`config.mk`:
```
export PLATFORM = sky130hd
export DESIGN_NAME = mem_port_arbiter_flat
export DESIGN_NICKNAME = d
export VERILOG_FILES = /design/src/rtl/mem_port_arbiter_if.sv /design/src/rtl/mem_port_arbiter.sv /design/src/flat_wrapper.sv
export SDC_FILE = /design/constraint.sdc
export NUM_CORES = 1
export LEC_CHECK = 0
export CAP_MARGIN = 20
export CORE_MARGIN = 2
export CORE_UTILIZATION = 35
export CTS_CLUSTER_SIZE = 25
export DETAILED_ROUTE_END_ITERATION = 12
export GPL_ROUTABILITY_DRIVEN = 0
export HOLD_SLACK_MARGIN = 0.05
export PLACE_DENSITY_LB_ADDON = 0.12
export SYNTH_ARGS = -nofsm -noshare
export SYNTH_HDL_FRONTEND = slang
export SYNTH_SLANG_ARGS = --single-unit
```
`constraint.sdc`:
```
create_clock -name clk -period 1.95 [get_ports clk]
set_input_delay 0.39 -clock clk [delete_from_list [all_inputs] [get_ports clk]]
set_output_delay 0.39 -clock clk [all_outputs]
set_load 0.01 [all_outputs]
```
`src/rtl/mem_port_arbiter_if.sv`:
```
// Bundle between the fetch/load-store ports, the arbiter and memory.
// slave is the arbiter's view; master is the environment's view.
interface mem_port_arbiter_if #(
  parameter int AW = 32,
  parameter int DW = 32
);
  logic            if_req;
  logic [AW-1:0]   if_addr;
  logic            if_gnt;
  logic            if_rvalid;
  logic [DW-1:0]   if_rdata;
  logic            if_kill;

  logic            ls_req;
  logic            ls_we;
  logic [AW-1:0]   ls_addr;
  logic [DW-1:0]   ls_wdata;
  logic [DW/8-1:0] ls_wstrb;
  logic            ls_gnt;
  logic            ls_rvalid;
  logic [DW-1:0]   ls_rdata;

  logic            mem_req;
  logic            mem_we;
  logic [AW-1:0]   mem_addr;
  logic [DW-1:0]   mem_wdata;
  logic [DW/8-1:0] mem_wstrb;
  logic            mem_gnt;
  logic            mem_rvalid;
  logic [DW-1:0]   mem_rdata;

  modport slave (
    input  if_req, if_addr, if_kill,
    input  ls_req, ls_we, ls_addr,
    input  ls_wdata, ls_wstrb,
    input  mem_gnt, mem_rvalid, mem_rdata,
    output if_gnt, if_rvalid, if_rdata,
    output ls_gnt, ls_rvalid, ls_rdata,
    output mem_req, mem_we, mem_addr,
    output mem_wdata, mem_wstrb
  );

  modport master (
    output if_req, if_addr, if_kill,
    output ls_req, ls_we, ls_addr,
    output ls_wdata, ls_wstrb,
    output mem_gnt, mem_rvalid, mem_rdata,
    input  if_gnt, if_rvalid, if_rdata,
    input  ls_gnt, ls_rvalid, ls_rdata,
    input  mem_req, mem_we, mem_addr,
    input  mem_wdata, mem_wstrb
  );
endinterface

```
`src/rtl/mem_port_arbiter.sv`:
```
// Shares one memory port between fetch and load/store.
// One transaction in flight; round-robin on ties.
module mem_port_arbiter #(
  parameter int AW = 32,
  parameter int DW = 32
) (
  input logic               clk,
  input logic               rst_n,
  mem_port_arbiter_if.slave bus
);
  typedef enum logic [1:0] {
    IDLE,
    WAIT_GNT,
    WAIT_RSP
  } state_e;

  typedef enum logic {
    OWN_IF,
    OWN_LS
  } owner_e;

  state_e state;
  owner_e owner;
  owner_e last_owner;
  logic   kill;

  logic tie;
  logic only_if;
  logic only_ls;
  logic pick_if;
  logic pick_ls;
  logic kill_hit;
  logic rsp;
  logic if_rv;
  logic ls_rv;

  logic            nxt_we;
  logic [AW-1:0]   nxt_addr;
  logic [DW-1:0]   nxt_wdata;
  logic [DW/8-1:0] nxt_wstrb;

  // pick at most one requester, only while idle and out of reset
  always_comb begin
    tie     = bus.if_req & bus.ls_req;
    only_if = bus.if_req & ~bus.ls_req;
    only_ls = bus.ls_req & ~bus.if_req;
    pick_if = 1'b0;
    pick_ls = 1'b0;
    if (rst_n && state == IDLE) begin
      unique case (1'b1)
        tie: begin
          pick_ls = (last_owner == OWN_IF);
          pick_if = (last_owner == OWN_LS);
        end
        only_if: pick_if = 1'b1;
        only_ls: pick_ls = 1'b1;
        default: ;
      endcase
    end
  end

  // payload to latch on accept; fetches carry no write data
  always_comb begin
    nxt_we    = 1'b0;
    nxt_addr  = bus.if_addr;
    nxt_wdata = '0;
    nxt_wstrb = '0;
    if (pick_ls) begin
      nxt_we    = bus.ls_we;
      nxt_addr  = bus.ls_addr;
      nxt_wdata = bus.ls_wdata;
      nxt_wstrb = bus.ls_wstrb;
    end
  end

  // route the response to its owner; a killed fetch is dropped
  always_comb begin
    kill_hit = bus.if_kill & (owner == OWN_IF)
             & (state != IDLE);
    rsp      = rst_n & (state == WAIT_RSP)
             & bus.mem_rvalid;
    if_rv    = rsp & (owner == OWN_IF)
             & ~kill & ~kill_hit;
    ls_rv    = rsp & (owner == OWN_LS);
  end

  assign bus.if_gnt    = pick_if;
  assign bus.ls_gnt    = pick_ls;
  assign bus.if_rvalid = if_rv;
  assign bus.ls_rvalid = ls_rv;
  assign bus.if_rdata  = if_rv ? bus.mem_rdata : '0;
  assign bus.ls_rdata  = ls_rv ? bus.mem_rdata : '0;

  // transaction FSM with registered memory-side outputs
  always_ff @(posedge clk) begin
    if (!rst_n) begin
      state         <= IDLE;
      owner         <= OWN_IF;
      last_owner    <= OWN_IF;
      kill          <= 1'b0;
      bus.mem_req   <= 1'b0;
      bus.mem_we    <= 1'b0;
      bus.mem_addr  <= '0;
      bus.mem_wdata <= '0;
      bus.mem_wstrb <= '0;
    end else begin
      unique case (state)
        IDLE: begin
          kill <= 1'b0;
          if (pick_if || pick_ls) begin
            state         <= WAIT_GNT;
            owner         <= pick_ls ? OWN_LS : OWN_IF;
            bus.mem_req   <= 1'b1;
            bus.mem_we    <= nxt_we;
            bus.mem_addr  <= nxt_addr;
            bus.mem_wdata <= nxt_wdata;
            bus.mem_wstrb <= nxt_wstrb;
          end
        end
        WAIT_GNT: begin
          if (kill_hit) kill <= 1'b1;
          if (bus.mem_gnt) begin
            state       <= WAIT_RSP;
            bus.mem_req <= 1'b0;
          end
        end
        WAIT_RSP: begin
          if (kill_hit) kill <= 1'b1;
          if (bus.mem_rvalid) begin
            state      <= IDLE;
            last_owner <= owner;
            kill       <= 1'b0;
          end
        end
        default: begin
          state       <= IDLE;
          bus.mem_req <= 1'b0;
        end
      endcase
    end
  end
endmodule
```
`src/flat_wrapper.sv`:
```
// flat-port wrapper written by rule: the top's interface ports become plain ports
module mem_port_arbiter_flat 
#(
  parameter int AW = 32,
  parameter int DW = 32
)
  (clk, rst_n, bus_if_req, bus_if_addr, bus_if_kill, bus_ls_req, bus_ls_we, bus_ls_addr, bus_ls_wdata, bus_ls_wstrb, bus_mem_gnt, bus_mem_rvalid, bus_mem_rdata, bus_if_gnt, bus_if_rvalid, bus_if_rdata, bus_ls_gnt, bus_ls_rvalid, bus_ls_rdata, bus_mem_req, bus_mem_we, bus_mem_addr, bus_mem_wdata, bus_mem_wstrb);
  mem_port_arbiter_if #(.AW(AW), .DW(DW)) bus_i ();
  input logic clk;
  input logic rst_n;
  input wire logic [$bits(bus_i.if_req)-1:0] bus_if_req;
  input wire logic [$bits(bus_i.if_addr)-1:0] bus_if_addr;
  input wire logic [$bits(bus_i.if_kill)-1:0] bus_if_kill;
  input wire logic [$bits(bus_i.ls_req)-1:0] bus_ls_req;
  input wire logic [$bits(bus_i.ls_we)-1:0] bus_ls_we;
  input wire logic [$bits(bus_i.ls_addr)-1:0] bus_ls_addr;
  input wire logic [$bits(bus_i.ls_wdata)-1:0] bus_ls_wdata;
  input wire logic [$bits(bus_i.ls_wstrb)-1:0] bus_ls_wstrb;
  input wire logic [$bits(bus_i.mem_gnt)-1:0] bus_mem_gnt;
  input wire logic [$bits(bus_i.mem_rvalid)-1:0] bus_mem_rvalid;
  input wire logic [$bits(bus_i.mem_rdata)-1:0] bus_mem_rdata;
  output wire logic [$bits(bus_i.if_gnt)-1:0] bus_if_gnt;
  output wire logic [$bits(bus_i.if_rvalid)-1:0] bus_if_rvalid;
  output wire logic [$bits(bus_i.if_rdata)-1:0] bus_if_rdata;
  output wire logic [$bits(bus_i.ls_gnt)-1:0] bus_ls_gnt;
  output wire logic [$bits(bus_i.ls_rvalid)-1:0] bus_ls_rvalid;
  output wire logic [$bits(bus_i.ls_rdata)-1:0] bus_ls_rdata;
  output wire logic [$bits(bus_i.mem_req)-1:0] bus_mem_req;
  output wire logic [$bits(bus_i.mem_we)-1:0] bus_mem_we;
  output wire logic [$bits(bus_i.mem_addr)-1:0] bus_mem_addr;
  output wire logic [$bits(bus_i.mem_wdata)-1:0] bus_mem_wdata;
  output wire logic [$bits(bus_i.mem_wstrb)-1:0] bus_mem_wstrb;
  assign bus_i.if_req = bus_if_req;
  assign bus_i.if_addr = bus_if_addr;
  assign bus_i.if_kill = bus_if_kill;
  assign bus_i.ls_req = bus_ls_req;
  assign bus_i.ls_we = bus_ls_we;
  assign bus_i.ls_addr = bus_ls_addr;
  assign bus_i.ls_wdata = bus_ls_wdata;
  assign bus_i.ls_wstrb = bus_ls_wstrb;
  assign bus_i.mem_gnt = bus_mem_gnt;
  assign bus_i.mem_rvalid = bus_mem_rvalid;
  assign bus_i.mem_rdata = bus_mem_rdata;
  assign bus_if_gnt = bus_i.if_gnt;
  assign bus_if_rvalid = bus_i.if_rvalid;
  assign bus_if_rdata = bus_i.if_rdata;
  assign bus_ls_gnt = bus_i.ls_gnt;
  assign bus_ls_rvalid = bus_i.ls_rvalid;
  assign bus_ls_rdata = bus_i.ls_rdata;
  assign bus_mem_req = bus_i.mem_req;
  assign bus_mem_we = bus_i.mem_we;
  assign bus_mem_addr = bus_i.mem_addr;
  assign bus_mem_wdata = bus_i.mem_wdata;
  assign bus_mem_wstrb = bus_i.mem_wstrb;
  mem_port_arbiter #(.AW(AW), .DW(DW)) u_core (.clk(clk), .rst_n(rst_n), .bus(bus_i));
endmodule
```
==> impl_metrics.py <==
metrics = {
    "sta": {
        "post-route-period-util_pct": 117,
        "fin_skew_ns": 0.00797,
        "tightest_slew_ns": 0.523,
        "finalHoldViolCount": 0,
        "setup_ws_ns": -0.329,
        "holdWs_ns": 0.474,
        "setup_viol": 68,
        "rsz0062_at_grt": "true",
        "fin_crit_ns": 2.28,
        "slew_violations": 0,
        "fmax_mhz": 439,
        "relSlewSlack_pct": 65.1,
    },
    "floorplan": {
        "design.core.area_mm2": 0.0107,
        "die_x_um": 109,
        "design.die.area_mm2": 0.0118,
        "start_util_pct": 35.6,
        "boundaryPins": 278,
        "rows": 38,
        "die-height_um": 109,
    },
    "synth": {
        "ys_seq_elements": 75,
        "syn_nets": 573,
        "synth.distinct_cells": 35,
        "syn_inst": 428,
        "synth_area_mm2": 0.00382,
        "synth.avg_cell_area_um2": 8.94,
        "ys_seq_area_share_pct": 39.3,
        "yosysWarningCount": 0,
    },
    "cells_and_area": {
        "layout_commonest_cell": "clkdlybuf4s50_1",
        "stdcell_count": 869,
        "fill_cells": 900,
        "layout.nets": 867,
        "design_area_mm2": 0.00742,
        "final_layout_size_suffix_gt1_share_pct": 29.4,
        "most-common-layout-cells": "207 x clkdlybuf4s50_1, 72 x dfxtp_1, 44 x buf_6, 39 x nor2b_1",
        "area_delta_synth_final_pct": 93.9,
    },
    "clock_network": {
        "cts.sinks": 75,
        "clk_pin_slew_ns": 0.08,
        "root_buffer": "clkbuf_8",
        "clockBufferDepth": 2,
        "numCtsBuffers": 9,
        "clock_latency_ns": 0.36,
        "cts_max_level": 3,
        "cts_tree": "done",
    },
    "placed_design": {
        "port_buffers": 277,
        "dpl.hpwl_mm": 10.8,
        "place_ws_ns": -0.601,
        "place_area_mm2": 0.00685,
        "numPlacedInstances": 829,
    },
    "critical_path": {
        "cp_common_cell": "buf_6",
        "cp-endpoint": "bus_if_rdata[29]",
        "worstReg2RegEnd": "u_core.owner",
        "reg2reg_from": "u_core.state[1]",
        "cp_max_fo": 4,
        "crit_slowest_cell": "dfxtp_4",
        "path_cells": "inv_2 > ha_4 > nor3b_4 > nor4_4 > buf_4 > buf_16 > buf_6 > and2_4 > buf_6",
        "slowest_delay_ns": 0.38,
        "cp_num_cells": 9,
        "startpoint_type": "flop",
        "reg2reg_depth": 8,
        "critPathTopFamily": "buffers and inverters",
        "cp.required_ns": 1.56,
        "path_buf_inv": 5,
        "crit_arrival_ns": 1.89,
        "cp-end-kind": "primary output",
        "ff2ff_setup_slack_ns": 0.11,
        "worstSetupPathType": "reg -> out",
        "startpoint": "u_core.state[1]",
    },
    "pwr": {
        "power_leakage_uw": 0.00290,
        "power.density_mw_per_mm2": 620,
        "peakVddDrop_mv": 0.421,
    },
    "worst_hold_path": {
        "min_path_type": "reg -> reg",
    },
    "run_status": {
        "status": "finished with violations",
        "violations": "setup timing",
    },
    "grt": {
        "grt_pass1_vias": 4290,
        "globalRouteOverflowTotal": 0,
        "grt_use_total_pct": 24.9,
        "grt_max_degree": 38,
        "antenna_found_initial": 2,
        "grt_pass1_wl_mm": 22.6,
    },
    "route": {
        "routed_wl_mm": 15.8,
        "vias": 4402,
        "first_iter_violations": 247,
        "dr.pass1.iters": 4,
        "post_drt_via_cell_ratio": 5.07,
        "drc": 0,
        "ant_nets": 0,
        "post_drt_wl_per_cell_um": 18.2,
    },
    "flow_run": {
        "max-cap-violations": 0,
    },
}
layout make-up:
type / count / area (um^2) / share of cell area, %
Timing Repair Buffer: 327 / 3270 / 44.1
Multi-Input combinational cell: 304 / 2230 / 30.0
Sequential cell: 75 / 1510 / 20.3
Tap cell: 140 / 175 / 2.36
Clock buffer: 10 / 138 / 1.86
Clock inverter: 6 / 71.3 / 0.962
Inverter: 5 / 21.3 / 0.287
Antenna cell: 2 / 5.00 / 0.0675
metal layers:
metal  up-vias  share of wire, %  global-route usage [%]
met1      2042                37                    26.1
li1       2112                 -                       -
met4         0               3.6                    12.0
met2       207                51                    45.0
met3        41               8.0                    7.59
met5         -                 0                       0
sequential cells by signal (all words and copies together), names as in the netlist:
| name | count |
|---|---|
| u_core.state | 2 |
| u_core.owner | 1 |
| u_core.kill | 1 |
| u_core.bus.mem_wstrb | 4 |
| u_core.last_owner | 1 |
| u_core.bus.mem_req | 1 |
| u_core.bus.mem_addr | 32 |
| u_core.bus.mem_we | 1 |
| u_core.bus.mem_wdata | 32 |
synth_stat cells:
cell	n	area, um^2
o31a_1	1	8.76
o21a_1	1	7.51
a21boi_0	1	7.51
nor3_1	33	165
o211ai_2	1	12.5
inv_1	5	18.8
buf_1	1	3.75
o2111a_1	1	11.3
mux2i_1	1	10.0
nor3b_2	1	12.5
nor2b_1	39	244
o211a_1	1	10.0
nand2b_1	1	6.26
o211ai_1	1	7.51
clkbuf_2	1	5.00
a32oi_1	37	324
dfxtp_1	75	1500
nor2_1	33	124
ha_1	5	62.6
clkbuf_1	15	56.3
buf_6	3	33.8
o31ai_1	1	7.51
nand2_4	1	11.3
o311a_1	1	10.0
a211oi_1	5	37.5
buf_2	20	100
and3_1	1	6.26
a21oi_1	1	5.00
buf_4	4	30.0
nand2_1	7	26.3
a211oi_2	28	350
nand3_1	2	10.0
and2_1	65	407
nor4_4	1	21.3
o21ai_0	34	170
per-stage QoR:
| step | utilization (%) | total power [uW] | setup TNS (ns) |
|---|---|---|---|
| floorplan | - | 2430 | 0 |
| finish | 69.0 | 4600 | -14.78 |
| detailed placement | 63.7 | 3250 | -36.30 |
| global placement | 63.7 | 3220 | -34.80 |
| CTS | 67.3 | 4570 | -16.75 |
| global route | 69.0 | 4830 | -18.87 |
cells by family after synthesis:
kind of cell             count (synthesis)  share of synthesized area (%)
buffers and inverters                   49                           6.48
AO/OA/AOI/OAI                          114                           25.4
flip-flops                              75                           39.3
adder cells (fa/ha/maj)                  5                           1.64
multiplexers                             1                          0.262
AND/OR/NAND/NOR                        184                           27.0
power breakdown:
part,internal (uW),switching [uW]
clock network,637,634
registers,1690,80.9
logic,886,673
total,3210,1390
worst min-delay path by stage:
stage	to	slack, ns	startpoint	depth (start not counted)
2_1_floorplan	u_core.last_owner	0.47	u_core.last_owner	2
3_3_place_gp	u_core.bus.mem_req	0.46	u_core.bus.mem_req	1
3_5_place_dp	u_core.bus.mem_req	0.46	u_core.bus.mem_req	1
4_1_cts	u_core.bus.mem_req	0.48	u_core.bus.mem_req	1
5_1_grt	u_core.bus.mem_req	0.51	u_core.bus.mem_req	1
6_report	u_core.bus.mem_req	0.47	u_core.bus.mem_req	1
timing repair:
action	in CTS	in global routing
hold endpoints to repair	0	0
hold buffers	0	0
pin swaps	27	6
cloned	4	1
gates resized for setup	263	119
setup endpoints to repair	68	68
buffers inserted	8	11
worst reg2reg max path, stage by stage (launching register included):
cell	delay, ns
dfxtp_4	0.38
inv_2	0.06
ha_4	0.17
buf_4	0.14
buf_8	0.12
and3_4	0.15
nand2_4	0.06
buf_4	0.44
o21ai_0	0.19
Note: power is estimated with default switching activity, not from simulation.
